$ cat config.mk
export PLATFORM = sky130hd
export DESIGN_NAME = decoder_nto2n_scan
export DESIGN_NICKNAME = d
export VERILOG_FILES = /design/src/rtl/decoder_pkg.sv /design/src/rtl/scan_prescaler.sv /design/src/rtl/decoder_nto2n_scan.sv
export SDC_FILE = /design/constraint.sdc
export NUM_CORES = 1
export LEC_CHECK = 0
export CORE_UTILIZATION = 45
export CTS_CLUSTER_DIAMETER = 120
export CTS_CLUSTER_SIZE = 30
export DETAILED_ROUTE_END_ITERATION = 16
export PLACE_DENSITY = 0.77
export SKIP_CTS_REPAIR_TIMING = 1
export SLEW_MARGIN = 20
export SYNTH_ARGS = -nofsm -noshare
export SYNTH_HDL_FRONTEND = slang
export SYNTH_SLANG_ARGS = --single-unit
$ cat constraint.sdc
create_clock -name clk -period 2.6 [get_ports clk]
set_input_delay 0.78 -clock clk [delete_from_list [all_inputs] [get_ports clk]]
set_output_delay 0.78 -clock clk [all_outputs]
set_load 0.005 [all_outputs]
$ cat src/rtl/decoder_pkg.sv
// Shared definitions for the registered N-to-2^N decoder family: mode codes,
// counter sizing and the 138-style decode used by both clocked and combinational models.
package decoder_pkg;

   localparam logic MODE_DIRECT = 1'b0;
   localparam logic MODE_SCAN   = 1'b1;

   // Widest select supported by the shared decode function.
   localparam int MAX_N    = 10;
   localparam int MAX_OUTS = 1 << MAX_N;

   // Counter width for a modulo-div count; never narrower than one bit.
   function automatic int cnt_width(input int unsigned div);
      return (div <= 1) ? 1 : $clog2(div);
   endfunction

   // One line selected when enabled, otherwise every line inactive; callers slice to 2^N.
   function automatic logic [MAX_OUTS-1:0] decode(input int unsigned index,
                                                  input logic        en,
                                                  input logic        active_low);
      logic [MAX_OUTS-1:0] onehot;
      onehot = en ? (MAX_OUTS'(1) << index) : '0;
      return active_low ? ~onehot : onehot;
   endfunction

endpackage

$ cat src/rtl/scan_prescaler.sv
// Free-running modulo-DIV prescaler: tick is high on the cycle the count sits at DIV-1
// while running; clr forces the count back to zero and wins over run.
module scan_prescaler
   import decoder_pkg::*;
#(
   parameter int DIV = 4
) (
   input  logic clk,
   input  logic rst_n,
   input  logic clr,
   input  logic run,
   output logic tick
);

   localparam int           W        = cnt_width(DIV);
   localparam logic [W-1:0] TERMINAL = W'(DIV - 1);

   logic [W-1:0] cnt_q, cnt_d;

   assign tick = run && (cnt_q == TERMINAL);

   always_comb begin
      // NOTE: default assignment first so every path drives cnt_d and no latch is inferred.
      cnt_d = cnt_q;
      if (clr)       cnt_d = '0;
      else if (tick) cnt_d = '0;
      else if (run)  cnt_d = cnt_q + W'(1);
   end

   always_ff @(posedge clk or negedge rst_n) begin
      // NOTE: state registers use non-blocking assignments so all flops sample together.
      if (!rst_n) cnt_q <= '0;
      else        cnt_q <= cnt_d;
   end

endmodule

$ cat src/rtl/decoder_nto2n_scan.sv
// Registered N-to-2^N decoder with 138-style three-pin enable, selectable polarity
// and a prescaled auto-scan mode that walks outputs 0..last and pulses wrap on return to 0.
module decoder_nto2n_scan
   import decoder_pkg::*;
#(
   parameter int N          = 3,
   parameter int DIV        = 4,
   parameter bit ACTIVE_LOW = 1'b1
) (
   input  logic               clk,
   input  logic               rst_n,
   input  logic               g1,
   input  logic               g2a_n,
   input  logic               g2b_n,
   input  logic               mode,
   input  logic [N-1:0]       a,
   input  logic [N-1:0]       last,
   output logic [(1<<N)-1:0]  y,
   output logic [N-1:0]       idx,
   output logic               wrap
);

   localparam int              NOUT     = 1 << N;
   localparam logic [NOUT-1:0] INACTIVE = {NOUT{ACTIVE_LOW}};

   logic            en;
   logic            mode_q;
   logic            scan_start;
   logic            tick;
   logic [N-1:0]    idx_q, idx_d;
   logic [NOUT-1:0] y_q, y_d;
   logic            wrap_q, wrap_d;

   assign en         = g1 & ~g2a_n & ~g2b_n;
   assign scan_start = (mode == MODE_SCAN) && (mode_q == MODE_DIRECT);

   // Prescaler only advances while scanning and enabled; entering scan restarts it.
   scan_prescaler #(.DIV(DIV)) u_prescaler (
      .clk   (clk),
      .rst_n (rst_n),
      .clr   ((mode == MODE_DIRECT) || scan_start),
      .run   ((mode == MODE_SCAN) && en && !scan_start),
      .tick  (tick)
   );

   always_comb begin
      idx_d  = idx_q;
      wrap_d = 1'b0;
      if (mode == MODE_DIRECT) begin
         idx_d = a;
      end else if (scan_start) begin
         idx_d = '0;
      end else if (tick) begin
         if (idx_q >= last) begin
            idx_d  = '0;
            wrap_d = 1'b1;
         end else begin
            idx_d = idx_q + N'(1);
         end
      end
      // y is decoded from the next index so both registers always agree.
      y_d = NOUT'(decode(32'(idx_d), en, ACTIVE_LOW));
   end

   always_ff @(posedge clk or negedge rst_n) begin
      if (!rst_n) begin
         mode_q <= MODE_DIRECT;
         idx_q  <= '0;
         y_q    <= INACTIVE;
         wrap_q <= 1'b0;
      end else begin
         mode_q <= mode;
         idx_q  <= idx_d;
         y_q    <= y_d;
         wrap_q <= wrap_d;
      end
   end

   assign y    = y_q;
   assign idx  = idx_q;
   assign wrap = wrap_q;

endmodule

# After elaboration in Yosys (flattened, before gate mapping)
# Index checks and enable logic that the tools add are counted.
[word_totals]
register_bits = 15
inputBits = 12
out_inout_bits = 12
elab_cells = 36
[classes]
add_sub_neg = 2
order_cmp = 1
n_eq_ne = 1
shift = 1
muxes = 12
n_bitwise = 7
n_reduce_logical = 7
[op_table]
columns = ["operator", "n"]
rows = [
  ["$mux 3", 4],
  ["$mux 8", 1],
  ["$not 8->8", 1],
  ["$shl 1x3->8 const A", 1],
  ["$mux 2", 3],
  ["$logic_and 1x1->1", 4],
  ["$mux 1", 4],
  ["$not 1->1", 4],
  ["$add 3x1->3 const B", 1],
  ["$ge 3x3->1", 1],
  ["$reduce_bool 3->1", 1],
  ["$add 2x1->2 const B", 1],
  ["$and 1x1->1", 2],
  ["$eq 2x2->1 const B", 1],
  ["$logic_not 1->1", 1],
  ["$logic_or 1x1->1", 1],
]

# Longest topological paths before layout
# Gate-level depths: netlist of run 1.
[depth]
word_depth = 12
ltp_mapped = 7
mapped_depth_nobuf = 7

# Cells and area by module
# A second synthesis of run 1 with hierarchy kept.
[hier_totals]
hier_cells = 64
area_unflattened_um2 = 732.0
[by_module_without_submodules]
columns = ["mod", "n_inst", "cells_per_inst", "area_per_inst_um2", "seq_area_each_um2"]
rows = [
  ["decoder_nto2n_scan", 1, 55, 625.6, 335.3],
  ["scan_prescaler", 1, 9, 106.4, 50.0],
]

# Least setup slack after synthesis of run 1
# No wires, ideal clock.
[synth_timing]
kind = "input to register"
from = "input last[2]"
to = "register y_q[0], in the netlist y[0]"
setup_ps = 88
t_arrival_ps = 2081
t_required_ps = 2512
path_slack_ps = 431
cell_stages = 6
n_path_buf = 0
path_cell_list = "inv_1 -> ha_1 -> nand2_1 -> o21a_1 -> a2111oi_4 -> or3b_1"
[synth_via]
elab_chain_len = 8
[synth_rtl]
columns = ["item", "line_no", "source"]
rows = [
  ["start: declaration", "decoder_nto2n_scan.sv:17", "input logic [N-1:0] last,"],
  ["$ge 3x3->1", "decoder_nto2n_scan.sv:54", "if (idx_q >= last) begin"],
  ["$mux 3", "decoder_nto2n_scan.sv:54", ""],
  ["$mux 3", "decoder_nto2n_scan.sv:53", "end else if (tick) begin"],
  ["$mux 3", "decoder_nto2n_scan.sv:51", "end else if (scan_start) begin"],
  ["$mux 3", "decoder_nto2n_scan.sv:49", "if (mode == MODE_DIRECT) begin"],
  ["$shl 1x3->8", "decoder_pkg.sv:22", "onehot = en ? (MAX_OUTS'(1) << index) : '0;"],
  ["$mux 8", "decoder_pkg.sv:22", ""],
  ["$not 8->8", "decoder_pkg.sv:23", "return active_low ? ~onehot : onehot;"],
  ["net y_d[0]", "decoder_nto2n_scan.sv:31", "logic [NOUT-1:0] y_q, y_d;"],
  ["end signal: assignment", "decoder_nto2n_scan.sv:74", "y_q <= y_d;"],
  ["end: declaration", "decoder_nto2n_scan.sv:31", ""],
]
# The timed path passes the listed nets, and every way through them passes these cells.
# A chain may end at the register's enable or synchronous reset.

# Worst setup path after layout of run 1
[layout_timing]
from = "input last[2]"
to = "register y_q[1], in the netlist y[1]"
# The elaborated chain is that of the path after synthesis.

==> metrics.txt, run 1 <==
FP Rows=14; sinks on the clock net=15; Max clock buf depth=2; Synth top area share=between 20 and 30%; Synth area leader=dfstp_2; Pleak=around 0.47 nW; worst path cell trace=clkdlybuf4s50_1 -> inv_1 -> ha_1 -> a21oi_1 -> o21ai_0 -> o21ai_0 -> or3b_1; Avg Synthesized Cell Area=between 10 and 15 sq um; actual slew at the worst max-slew pin=0.635 ns; CP Capture Type=flop; Crit path arrival time=approximately 2.6 ns; Die Wd=between 40 and 50 um; drt wl/cell=12.7 um; vias per cell=just over 5; worst reg-to-reg setup slack=just over 0.7 ns; clk_lat worst skew=roughly 0.27 ns; Worst slew margin=between 50% and 60%; DRC=0; vias in the first global route=between 500 and 600; 1st-iter DRT viols=4; worst path bufs/invs=2; MaxCap Viol Count=0; H-tree levels=1; CTS buffer count=3; EDFF count, synth=0; Crit path top cell by count=o21ai_0; post-DP HPWL=1280 um; port buffer count=23; setup ws final=approximately 0.19 ns; largest cells by area after synthesis=dfstp_2 26%, dfrtp_1 22%, ha_1 7.7%; WHS=between 0.5 and 0.6 ns; Layout area overhead=41.0%; syn_nets=86; max incr delay on CP=0.45 ns; status=finished, final reports clean; Antenna Nets Post-Route=0; most common cell in the netlist=dfstp_2; antenna violations before repair=0; Setup TNS=0 ns; Routability Congestion=around 0.76; Ys Warns=0; Critical Path RT=approximately 2.8 ns; Worst-path clk slew=around 0.09 ns; Die Ht=44.4 um; VDD IR-drop max=between 0.4 and 0.5 mV; post-layout min period=roughly 2.4 ns; Antenna diodes=0; Total GRT Usage=between 10% and 20%; Die Footprint=~2000 sq um; nets@finish=120; fin crit share=~90%; Synth top cells by count=8 x dfstp_2, 7 x dfrtp_1, 5 x ha_1, 5 x nand2_1; CTS Root Cell=clkbuf_4; final hold violation count=0; register bit total from synthesis=15; synthesized cell area=811 sq um; pre-CTS setup slack=-0.0977 ns; pin count of the biggest net entering global routing=16; Slew Viols, Final=0; asr flop ratio synth=between 90% and 100%; Critical-path top delay cell=clkdlybuf4s50_1; HP Class=flop to flop; library cells used by synthesis=29; placed cell areas=around 1100 sq um; f_max=0.416 GHz; drt total wl=between 1500 and 2000 um; first-pass GRT wire length=2720 um; delay-heaviest family, CP=compound AO/OA/AOI/OAI gates; total gr overflow=0; critical path startpoint category=primary input; critical path class=primary input to flop; endpoints failing setup=0; TritonRoute pass-1 iters=4; PwrDens=416 nW/um^2; TritonCTS clock tree=yes; Initial Utilization=50.9%; CORE AREA=1590 sq um; Seq/Total Area, Yosys=a little under half; CP max FO=3; cell area after layout=1140 sq um; via count=634; proportion of layout cells with a drive suffix above 1=about a quarter; Syn Inst Count=about 70; RSZ-0062 raised after global routing=false; IO Count=24; main flop type after synthesis=dfstp_2; Max Clock Skew=around 0.0043 ns
layout by cell type (no fill, tap or decap), types with 2 or more instances in the layout:
cell type and n:
clkdlybuf4s50_1 23, dfstp_2 8, dfrtp_1 7, buf_4 6, nand2_1 5, ha_1 5, inv_1 4, a21oi_1 4
nand3_1 4, nor2b_1 3, nor2_1 3, o21ai_0 3, clkbuf_4 3, and4b_1 2, nand3b_1 2, or3b_1 2
nor3_1 2
logic make-up (layout without fill, tap and decap cells):
logic type,count (synthesis),count (layout),synth area share [%]
AOI/OAI and AO/OA,15,15,16.5
adders and majority gates,5,5,7.72
buffers and inverters,5,38,2.31
DFF,15,15,47.5
and+or+nand+nor,29,29,25.9
cell type report:
type,count,area (sq um)
Inverter,5,18.8
Clock inverter,1,5.00
Sequential cell,15,385
Timing Repair Buffer,29,275
Tap cell,24,30.0
Clock buffer,3,22.5
Fill cell,108,450
Multi-Input combinational cell,49,407
worst reg2reg max path, stage by stage (launching register included):
cell     delay (ns)
dfrtp_1        0.44
inv_1          0.09
ha_1           0.28
nor2b_1        0.06
o21a_1         0.25
a41oi_2        0.24
inv_2          0.08
or3b_1         0.37
final timing paths:
path	startpoint	end	depth (start not counted)
worst max-delay path	last[2]	y[1]	7
worst min-delay path	u_prescaler.cnt_q[1]	u_prescaler.cnt_q[1]	2
worst max register to register	idx[0]	y[0]	7
worst min register to register	u_prescaler.cnt_q[1]	u_prescaler.cnt_q[1]	2
max in group asynchronous	rst_n	idx[0]	1
min in group asynchronous	rst_n	wrap	1
layer usage:
metal	routed length [um]	GRT usage [%]	up-vias
met5	0	0	-
met4	9	5.45	0
met3	54	4.08	2
met2	778	32.6	15
met1	757	25.6	291
li1	-	-	326
sequential cells by signal, indices dropped and copies added (netlist names):
signal             count
wrap                   1
u_prescaler.cnt_q      2
y                      8
mode_q                 1
idx                    3
report_power, final:
group          switching (W)  internal (W)
registers         0.00000702      0.000241
logic              0.0000461     0.0000541
clock network      0.0000708     0.0000569
total               0.000124      0.000352
metrics by stage:
stage | total power (W) | cells | util, %
after floorplan | 0.000298 | 69 | -
after global placement | 0.000350 | 122 | 70.0
after detailed placement | 0.000354 | 122 | 70.0
after CTS | 0.000482 | 126 | 71.7
after global routing | 0.000508 | 126 | 71.7
final | 0.000476 | 126 | 71.7
Note: power is estimated with default switching activity, not from simulation.
==> run 2, diff against run 1 <==
Settings changed: GPL_ROUTABILITY_DRIVEN from default to 0.
==> results of run 2 <==
Same layout as run 1: the final DEF is identical, and so are final timing and power.
==> run 3, diff against run 2 <==
Settings changed: CORE_UTILIZATION 45 to 48, CTS_BUF_LIST from default to sky130_fd_sc_hd__clkbuf_4, PLACE_DENSITY 0.77 to 0.81.
==> metrics.txt, run 3 (same netlist as run 1, synthesis figures left out) <==
clock power share=27.6% (+0.8 points); Initial Utilization=52.6% (+1.7 points); actual slew at the worst max-slew pin=0.671 ns (+0.0356 ns); Die Wd=43.1 um (-3.0%); drt wl/cell=14.8 um (+16%); Antenna diodes=0 (unchanged); Total GRT Usage=22.2% (+2.7 points); Max clock buf depth=2 (unchanged); MaxCap Viol Count=0 (unchanged); post-layout min period=2.42 ns (+0.0123 ns); CP Capture Type=flop; endpoints failing setup=0 (unchanged); WHS=0.559 ns (+0.000898 ns); fill count=112 (+3.7%); multi-input logic area=407 sq um (unchanged); IO Count=24 (unchanged); Storage cell area=385 sq um (unchanged); CORE AREA=1540 sq um (-3.3%); final hold violation count=0 (unchanged); critical path startpoint category=primary input; status=finished, final reports clean; DRC=0 (unchanged); H-tree levels=1 (unchanged); Max Clock Skew=0.00607 ns (+0.00176 ns); Crit path arrival time=2.63 ns (+0.02 ns); Die Ht=43.1 um (-3.0%); f_max=0.413 GHz (-0.51%); cell area after layout=1140 sq um (-0.22%); post-DP HPWL=1390 um (+8.1%); drt total wl=1760 um (+9.9%); most common cell after layout, fill and taps aside=clkdlybuf4s50_1; FP Rows=14 (unchanged); CTS Root Cell=clkbuf_4; CTS buffer count=3 (unchanged); max incr delay on CP=0.45 ns (about the same); Worst-path clk slew=0.09 ns (about the same); sinks on the clock net=15 (unchanged); nets@finish=121 (+0.83%); worst path cell trace=clkdlybuf4s50_1 -> inv_1 -> ha_1 -> a21oi_1 -> o21ai_0 -> o21ai_0 -> or3b_1; Int Power=0.000356 W (+0.93%); total gr overflow=0 (unchanged); first-pass GRT wire length=3020 um (+11%); pre-CTS setup slack=-0.117 ns (-0.0192 ns); most frequent cells in the layout=23 x clkdlybuf4s50_1, 8 x dfstp_2, 7 x dfrtp_1, 7 x buf_4; TritonRoute pass-1 iters=4 (unchanged); Pleak=0.474 nW (+0.99%); vias per cell=5.66 (+12%); fin crit share=93.0% (+0.47 points); total power=0.000488 W (+2.5%); port buffer count=23 (unchanged); Die Footprint=1860 sq um (-6.0%); Antenna Nets Post-Route=0 (unchanged); setup ws final=0.182 ns (-0.0123 ns); Slew Viols, Final=0 (unchanged); proportion of layout cells with a drive suffix above 1=26.2% (+0.72 points); final cell count without fillers=119 (-5.6%); Placed Instances=115 (-5.7%); Critical-path top delay cell=clkdlybuf4s50_1; RSZ-0062 raised after global routing=false; P_sw=0.000132 W (+7.0%); Flop pwr share=50.9% (-1.3 points); CP max FO=3 (unchanged); VDD IR-drop max=0.318 mV (-32%); placed cell areas=1110 sq um (-0.22%); Layout area overhead=40.7%; critical path class=primary input to flop; pin count of the biggest net entering global routing=16 (unchanged); switching share of power=27.1% (+1.1 points); Comb power frac=21.5% (+0.5 points); clk_lat worst skew=0.29 ns (+0.02 ns); vias in the first global route=701 (+18%); 1st-iter DRT viols=10 (+6); Crit path top cell by count=o21ai_0; TritonCTS clock tree=yes; Critical Path RT=2.82 ns (+0.02 ns); Worst slew margin=55.1% (-2.4 points); via count=673 (+6.2%); PwrDens=428 nW/um^2 (+2.7%); HP Class=flop to flop; max FFs per register=8 (unchanged); antenna violations before repair=0 (unchanged)
==> run 3: cell types whose count changed in the layout (fill, tap and decap cells not counted) <==
cell and delta:
buf_4 +1
==> run 3: worst paths after layout <==
kind	start	end	slack [ns]	cells past startpoint
min reg2reg	u_prescaler.cnt_q[1]	u_prescaler.cnt_q[1]	0.56	2
max in group asynchronous	rst_n	idx[2]	1.28	1
max reg2reg	idx[0]	y[0]	0.64	6
min	u_prescaler.cnt_q[1]	u_prescaler.cnt_q[1]	0.56	2
max	last[2]	y[1]	0.18	7
min in group asynchronous	rst_n	wrap	0.89	1
==> run 3: area by class of cell <==
class | instances | area share [%]
Inverter | 5 | 1.64
Timing Repair Buffer | 30 | 24.8
Clock inverter | 1 | 0.439
Tap cell | 16 | 1.75
Clock buffer | 3 | 1.97
Multi-Input combinational cell | 49 | 35.6
Sequential cell | 15 | 33.8
==> run 3: critical path, delay by kind of cell <==
kind / cells / cell delay (ns)
AO/OA/AOI/OAI: 3 / 0.68
buffers and inverters: 2 / 0.49
adder cells (fa/ha/maj): 1 / 0.30
AND/OR/NAND/NOR: 1 / 0.38
==> run 3: layer usage <==
metal  global-route usage (%)  up-vias  part of all wire (%)
met3                     4.26        2                   3.5
met5                        0        -                     0
met2                     39.1       14                    51
met1                     26.8      328                    44
li1                         -      329                     -
met4                     7.27        0                   1.5
==> run 3: power by group through the flow <==
| stage | Sequential [W] | Clock (W) | Combinational, W |
|---|---|---|---|
| floorplan | 0.000251 | 0 | 0.0000468 |
| global placement | 0.000252 | 0 | 0.000101 |
| detailed placement | 0.000252 | 0 | 0.000105 |
| CTS | 0.000248 | 0.000140 | 0.000105 |
| global route | 0.000249 | 0.000149 | 0.000115 |
| finish | 0.000248 | 0.000135 | 0.000105 |
==> run 3: stage by stage <==
stage	TNS (ns)	util, %
4_1_cts	0	74.0
5_1_grt	0	74.0
3_3_place_gp	-0.127	72.2
3_5_place_dp	-0.294	72.2
6_report	0	74.0
2_1_floorplan	0	-
